==> src/rtl/freq_bcd_converter_if.sv <==
// Start/Busy/Done handshake bundle between the frequency counter,
// the binary-to-BCD converter and the seven-segment display driver.
interface freq_bcd_converter_if #(
  parameter int WIDTH  = 32,
  parameter int DIGITS = 10
);
  logic                  Start;
  logic [WIDTH-1:0]      Freq;
  logic                  Busy;
  logic                  Done;
  logic [4*DIGITS-1:0]   Bcd;
  logic [DIGITS-1:0]     Blank;

  modport master (
    output Start,
    output Freq,
    input  Busy,
    input  Done,
    input  Bcd,
    input  Blank
  );

  modport slave (
    input  Start,
    input  Freq,
    output Busy,
    output Done,
    output Bcd,
    output Blank
  );
endinterface

==> src/rtl/freq_bcd_converter.sv <==
// Sequential double-dabble converter: one Freq bit per clock into packed
// BCD, plus a leading-zero blank mask for the display driver.
module freq_bcd_converter #(
  parameter int WIDTH  = 32,
  parameter int DIGITS = 10
) (
  input  logic                  Clk,
  input  logic                  Reset_n,
  freq_bcd_converter_if.slave   bus
);

  localparam int BW = 4 * DIGITS;
  localparam int CW = (WIDTH > 1) ? $clog2(WIDTH) : 1;
  localparam logic [CW-1:0] LAST = CW'(WIDTH - 1);
  localparam logic [DIGITS-1:0] BLANK_RST = ~DIGITS'(1);

  typedef enum logic {
    IDLE,
    SHIFT
  } state_t;

  state_t            state;
  logic [WIDTH-1:0]  sh;
  logic [BW-1:0]     scr;
  logic [CW-1:0]     cnt;
  logic              busy_q;
  logic              done_q;
  logic [BW-1:0]     bcd_q;
  logic [DIGITS-1:0] blank_q;

  logic [BW-1:0]     adj;
  logic [BW-1:0]     scr_nx;
  logic [WIDTH-1:0]  sh_nx;
  logic [DIGITS-1:0] mask_nx;
  logic              zr;

  // Digits never exceed 9 before correction, so add-3 cannot carry out.
  always_comb begin
    adj = '0;
    for (int i = 0; i < DIGITS; i++) begin
      if (scr[4*i +: 4] >= 4'd5)
        adj[4*i +: 4] = scr[4*i +: 4] + 4'd3;
      else
        adj[4*i +: 4] = scr[4*i +: 4];
    end
  end

  assign scr_nx = {adj[BW-2:0], sh[WIDTH-1]};
  assign sh_nx  = sh << 1;

  // Mask is computed from the post-shift value so it lands with Bcd.
  always_comb begin
    mask_nx = '0;
    zr      = 1'b1;
    for (int i = DIGITS - 1; i >= 1; i--) begin
      zr         = zr & (scr_nx[4*i +: 4] == 4'd0);
      mask_nx[i] = zr;
    end
  end

  always_ff @(posedge Clk) begin
    if (!Reset_n) begin
      state   <= IDLE;
      sh      <= '0;
      scr     <= '0;
      cnt     <= '0;
      busy_q  <= 1'b0;
      done_q  <= 1'b0;
      bcd_q   <= '0;
      blank_q <= BLANK_RST;
    end else begin
      done_q <= 1'b0;
      unique case (state)
        IDLE: begin
          if (bus.Start) begin
            sh     <= bus.Freq;
            scr    <= '0;
            cnt    <= '0;
            busy_q <= 1'b1;
            state  <= SHIFT;
          end
        end
        SHIFT: begin
          sh  <= sh_nx;
          scr <= scr_nx;
          cnt <= cnt + CW'(1);
          if (cnt == LAST) begin
            bcd_q   <= scr_nx;
            blank_q <= mask_nx;
            done_q  <= 1'b1;
            busy_q  <= 1'b0;
            state   <= IDLE;
          end
        end
        default: state <= IDLE;
      endcase
    end
  end

  assign bus.Busy  = busy_q;
  assign bus.Done  = done_q;
  assign bus.Bcd   = bcd_q;
  assign bus.Blank = blank_q;

endmodule

==> src/flat_wrapper.sv <==
// flat-port wrapper written by rule: the top's interface ports become plain ports
module freq_bcd_converter_flat 
#(
  parameter int WIDTH  = 32,
  parameter int DIGITS = 10
)
  (Clk, Reset_n, bus_Start, bus_Freq, bus_Busy, bus_Done, bus_Bcd, bus_Blank);
  freq_bcd_converter_if #(.WIDTH(WIDTH), .DIGITS(DIGITS)) bus_i ();
  input  logic Clk;
  input  logic Reset_n;
  input wire logic [$bits(bus_i.Start)-1:0] bus_Start;
  input wire logic [$bits(bus_i.Freq)-1:0] bus_Freq;
  output wire logic [$bits(bus_i.Busy)-1:0] bus_Busy;
  output wire logic [$bits(bus_i.Done)-1:0] bus_Done;
  output wire logic [$bits(bus_i.Bcd)-1:0] bus_Bcd;
  output wire logic [$bits(bus_i.Blank)-1:0] bus_Blank;
  assign bus_i.Start = bus_Start;
  assign bus_i.Freq = bus_Freq;
  assign bus_Busy = bus_i.Busy;
  assign bus_Done = bus_i.Done;
  assign bus_Bcd = bus_i.Bcd;
  assign bus_Blank = bus_i.Blank;
  freq_bcd_converter #(.WIDTH(WIDTH), .DIGITS(DIGITS)) u_core (.Clk(Clk), .Reset_n(Reset_n), .bus(bus_i));
endmodule
==> config.mk <==
export PLATFORM = sky130hd
export DESIGN_NAME = freq_bcd_converter_flat
export DESIGN_NICKNAME = d
export VERILOG_FILES = /design/src/rtl/freq_bcd_converter_if.sv /design/src/rtl/freq_bcd_converter.sv /design/src/flat_wrapper.sv
export SDC_FILE = /design/constraint.sdc
export NUM_CORES = 1
export LEC_CHECK = 0
export CORE_UTILIZATION = 55
export CTS_CLUSTER_DIAMETER = 200
export DETAILED_ROUTE_END_ITERATION = 10
export HOLD_SLACK_MARGIN = 0.06
export PLACE_DENSITY = 0.79
export SLEW_MARGIN = 30
export SYNTH_ARGS = -nofsm -noshare
export SYNTH_HDL_FRONTEND = slang
export SYNTH_SLANG_ARGS = --single-unit
==> constraint.sdc <==
create_clock -name Clk -period 2.7 [get_ports Clk]
set_input_delay 0.54 -clock Clk [delete_from_list [all_inputs] [get_ports Clk]]
set_output_delay 0.54 -clock Clk [all_outputs]
set_load 0.005 [all_outputs]
==> flow_metrics.env <==
export IMPL_multiInputGateArea_um2=3710
export IMPL_area_delta_synth_final_pct=22.8
export IMPL_crit_required_ns=3.06
export IMPL_ir_worst_vdd_mv=0.450
export IMPL_clkLatencyLatePin_ns=0.43
export IMPL_ctsResizeCount=0
export IMPL_skew_ns=0.00691
export IMPL_htree_levels=4
export IMPL_violations="design-rule violations"
export IMPL_synth_main_ff_cell="dfxtp_1"
export IMPL_die_width_um=111
export IMPL_die_h_um=111
export IMPL_worstPathCellList="inv_1, ha_1, nand2b_1, a21oi_2, nand3b_1, a2111oi_4, nand4_2, o211ai_2"
export IMPL_comb_power_share_pct=5.7
export IMPL_synth_edf_count=0
export IMPL_p_sw_share_pct=21.4
export IMPL_crit_path_top_delay_cell="a2111oi_4"
export IMPL_cts_sinks=129
export IMPL_powerDensity_nw_per_um2=552
export IMPL_syn_num_nets=823
export IMPL_crit_type="register to register"
export IMPL_pwr_share_seq_pct=44.0
export IMPL_via_count=5484
export IMPL_syn_area_um2=6570
export IMPL_status="finished with violations"
export IMPL_synth_distinct_cells=40
export IMPL_drt_first_pass_iters=8
export IMPL_syn_inst=766
export IMPL_dpl_hpwl_um=9630
export IMPL_cp_max_fo=6
export IMPL_end_kind="register"
export IMPL_avgSynthCellArea_um2=8.57
export IMPL_ys_warn_count=0
export IMPL_intPower_mw=3.50
export IMPL_hold_viol_final=0
export IMPL_avgViaCountPerCell=5.57
export IMPL_drc_errors=8
export IMPL_cp_arrival_ns=2.65
export IMPL_n_fill_cell=923
export IMPL_clkTransAtPathRegs_ns=0.05
export IMPL_initial_core_util_pct=57.0
export IMPL_wl_per_cell_um=14.7
export IMPL_grt_overflow_total=0
export IMPL_async_reset_ff_share_pct=0
export IMPL_hold_path_class="register to register"
export IMPL_period_share_pct=85.1
export IMPL_fmax_mhz=435
export IMPL_routabilityCongestion=0.825
export IMPL_layout_commonest_cell="dfxtp_1"
export IMPL_cts_tree="yes"
export IMPL_final_cells=984
export IMPL_wirelength_um=14500
export IMPL_final_util_pct=70.0
export IMPL_holdBufCountCts=0
export IMPL_p_leak_nw=3.29
export IMPL_cap_violations=0
export IMPL_cpPeakStageDelay_ns=0.62
export IMPL_grt_max_degree=95
export IMPL_drt_initial_drc_count=371
export IMPL_nNetsFinal=885
export IMPL_placed_cells=952
export IMPL_ant_nets=0
export IMPL_register_area_um2=2590
export IMPL_clock_path_buffers=2
export IMPL_yosys_register_bits=129
export IMPL_setup_viol=0
export IMPL_finalPower_mw=4.45
export IMPL_diodes=0
export IMPL_timing_hold_ws_ns=0.462
export IMPL_antenna_found_initial=0
export IMPL_rows=39
export IMPL_core_area_um2=11500
export IMPL_port_buffers=85
export IMPL_ios=87
export IMPL_setup_tns_final_ns=0
export IMPL_path_buf_inv=1
export IMPL_slew_viol_final=0
export IMPL_path_delay_family="compound AO/OA/AOI/OAI gates"
export IMPL_drive_above_1_share_pct=7.02
export IMPL_rsz0062_at_grt="no"
export IMPL_cts_setup_buffers=0
export IMPL_dieArea_um2=12400
export IMPL_start_kind="register"
export IMPL_yosysSeqAreaShare_pct=39.3
export IMPL_tightest_slew_ns=0.767
export IMPL_p_sw_mw=0.952
export IMPL_min_period_ns=2.30
export IMPL_root_buffer="clkbuf_16"
export IMPL_grt_pass1_wl_um=24500
export IMPL_track_usage_pct=24.7
export IMPL_max_slew_margin_pct=48.9
export IMPL_pwr_share_clk_pct=50.3
export IMPL_grt_pass1_vias=5364
export IMPL_layout_common_cells="dfxtp_1, nand2_1, clkdlybuf4s50_1"
export IMPL_cts_buffers=17
## cells in the mapped netlist (2+ instances only)
cell / instances / area [um^2]
nand3_1: 20 / 100
inv_1: 20 / 75.1
o21ai_0: 46 / 230
and2_1: 37 / 231
nand3_2: 2 / 20.0
a21oi_2: 5 / 43.8
nand3b_1: 8 / 60.1
mux2i_1: 50 / 500
buf_2: 3 / 15.0
and3_1: 2 / 12.5
nor2b_1: 40 / 250
o21a_1: 10 / 75.1
dfxtp_1: 129 / 2580
o211ai_2: 3 / 37.5
a21oi_1: 47 / 235
nor2_1: 8 / 30.0
nor3b_1: 42 / 315
nor3_1: 20 / 100
nand2_1: 118 / 443
xnor2_1: 11 / 96.3
a21boi_0: 30 / 225
nand2b_1: 10 / 62.6
o211a_1: 18 / 180
o21ai_1: 5 / 25.0
clkbuf_1: 46 / 173
ha_1: 22 / 275
## registers in the layout (all words and copies together), names as in the netlist
register	cells
u_core.bus.Bcd	40
u_core.bus.Done	1
u_core.bus.Blank	9
u_core.cnt	5
u_core.sh	32
u_core.scr	40
u_core.state	1
u_core.bus.Busy	1
## power by group through the flow
| stage | sequential [mW] | combinational, mW | clock (mW) |
|---|---|---|---|
| after global placement | 2.00 | 0.246 | 0 |
| final | 1.96 | 0.254 | 2.24 |
| after detailed placement | 2.00 | 0.254 | 0 |
| after floorplan | 1.99 | 0.169 | 0 |
| after global routing | 1.96 | 0.281 | 2.36 |
| after CTS | 1.96 | 0.255 | 2.25 |
## cell families after synthesis
group / Yosys count / share of synthesized area [%]
compound gates: 168 / 16.9
mux: 50 / 7.62
flops: 129 / 39.3
simple gates: 314 / 26.3
fa+ha+maj: 22 / 4.19
buf+inv: 71 / 4.17
xor+xnor: 11 / 1.47
other cells: 1 / 0.0571
## tightest hold or removal path, delay by kind of cell, from the launching register on
kind	cells	cell delay [ns]
compound gates	1	0.06
flops	1	0.30
simple gates	1	0.04
## cell type report
class / instances / share of cell area [%]
multi-input combinational: 566 / 46.0
timing repair buffer: 94 / 11.6
sequential: 129 / 32.1
tap: 143 / 2.22
clock inverter: 4 / 0.558
inverter: 20 / 0.931
clock buffer: 28 / 6.65
## path summary, 6_finish.rpt
kind	startpoint	end	slack, ns	depth (start not counted)
min	u_core.bus.Bcd[21]	u_core.bus.Bcd[21]	0.46	2
min reg2reg	u_core.bus.Bcd[21]	u_core.bus.Bcd[21]	0.46	2
max	u_core.scr[32]	u_core.bus.Blank[1]	0.40	8
max reg2reg	u_core.scr[32]	u_core.bus.Blank[1]	0.40	8
## per-layer routing
layer	GRT usage, %	part of all wire (%)
met2	41.8	48
met5	0	0
met4	10.0	1.9
met3	7.27	5.2
met1	29.2	45
## per-stage QoR
stage / area, um^2 / setup slack (ns)
after floorplan: 6570 / 0.659
after global placement: 7480 / 0.503
after detailed placement: 7480 / 0.410
after CTS: 8070 / 0.395
after global routing: 8070 / 0.259
final: 8070 / 0.404
(Power assumes the default switching activity.)
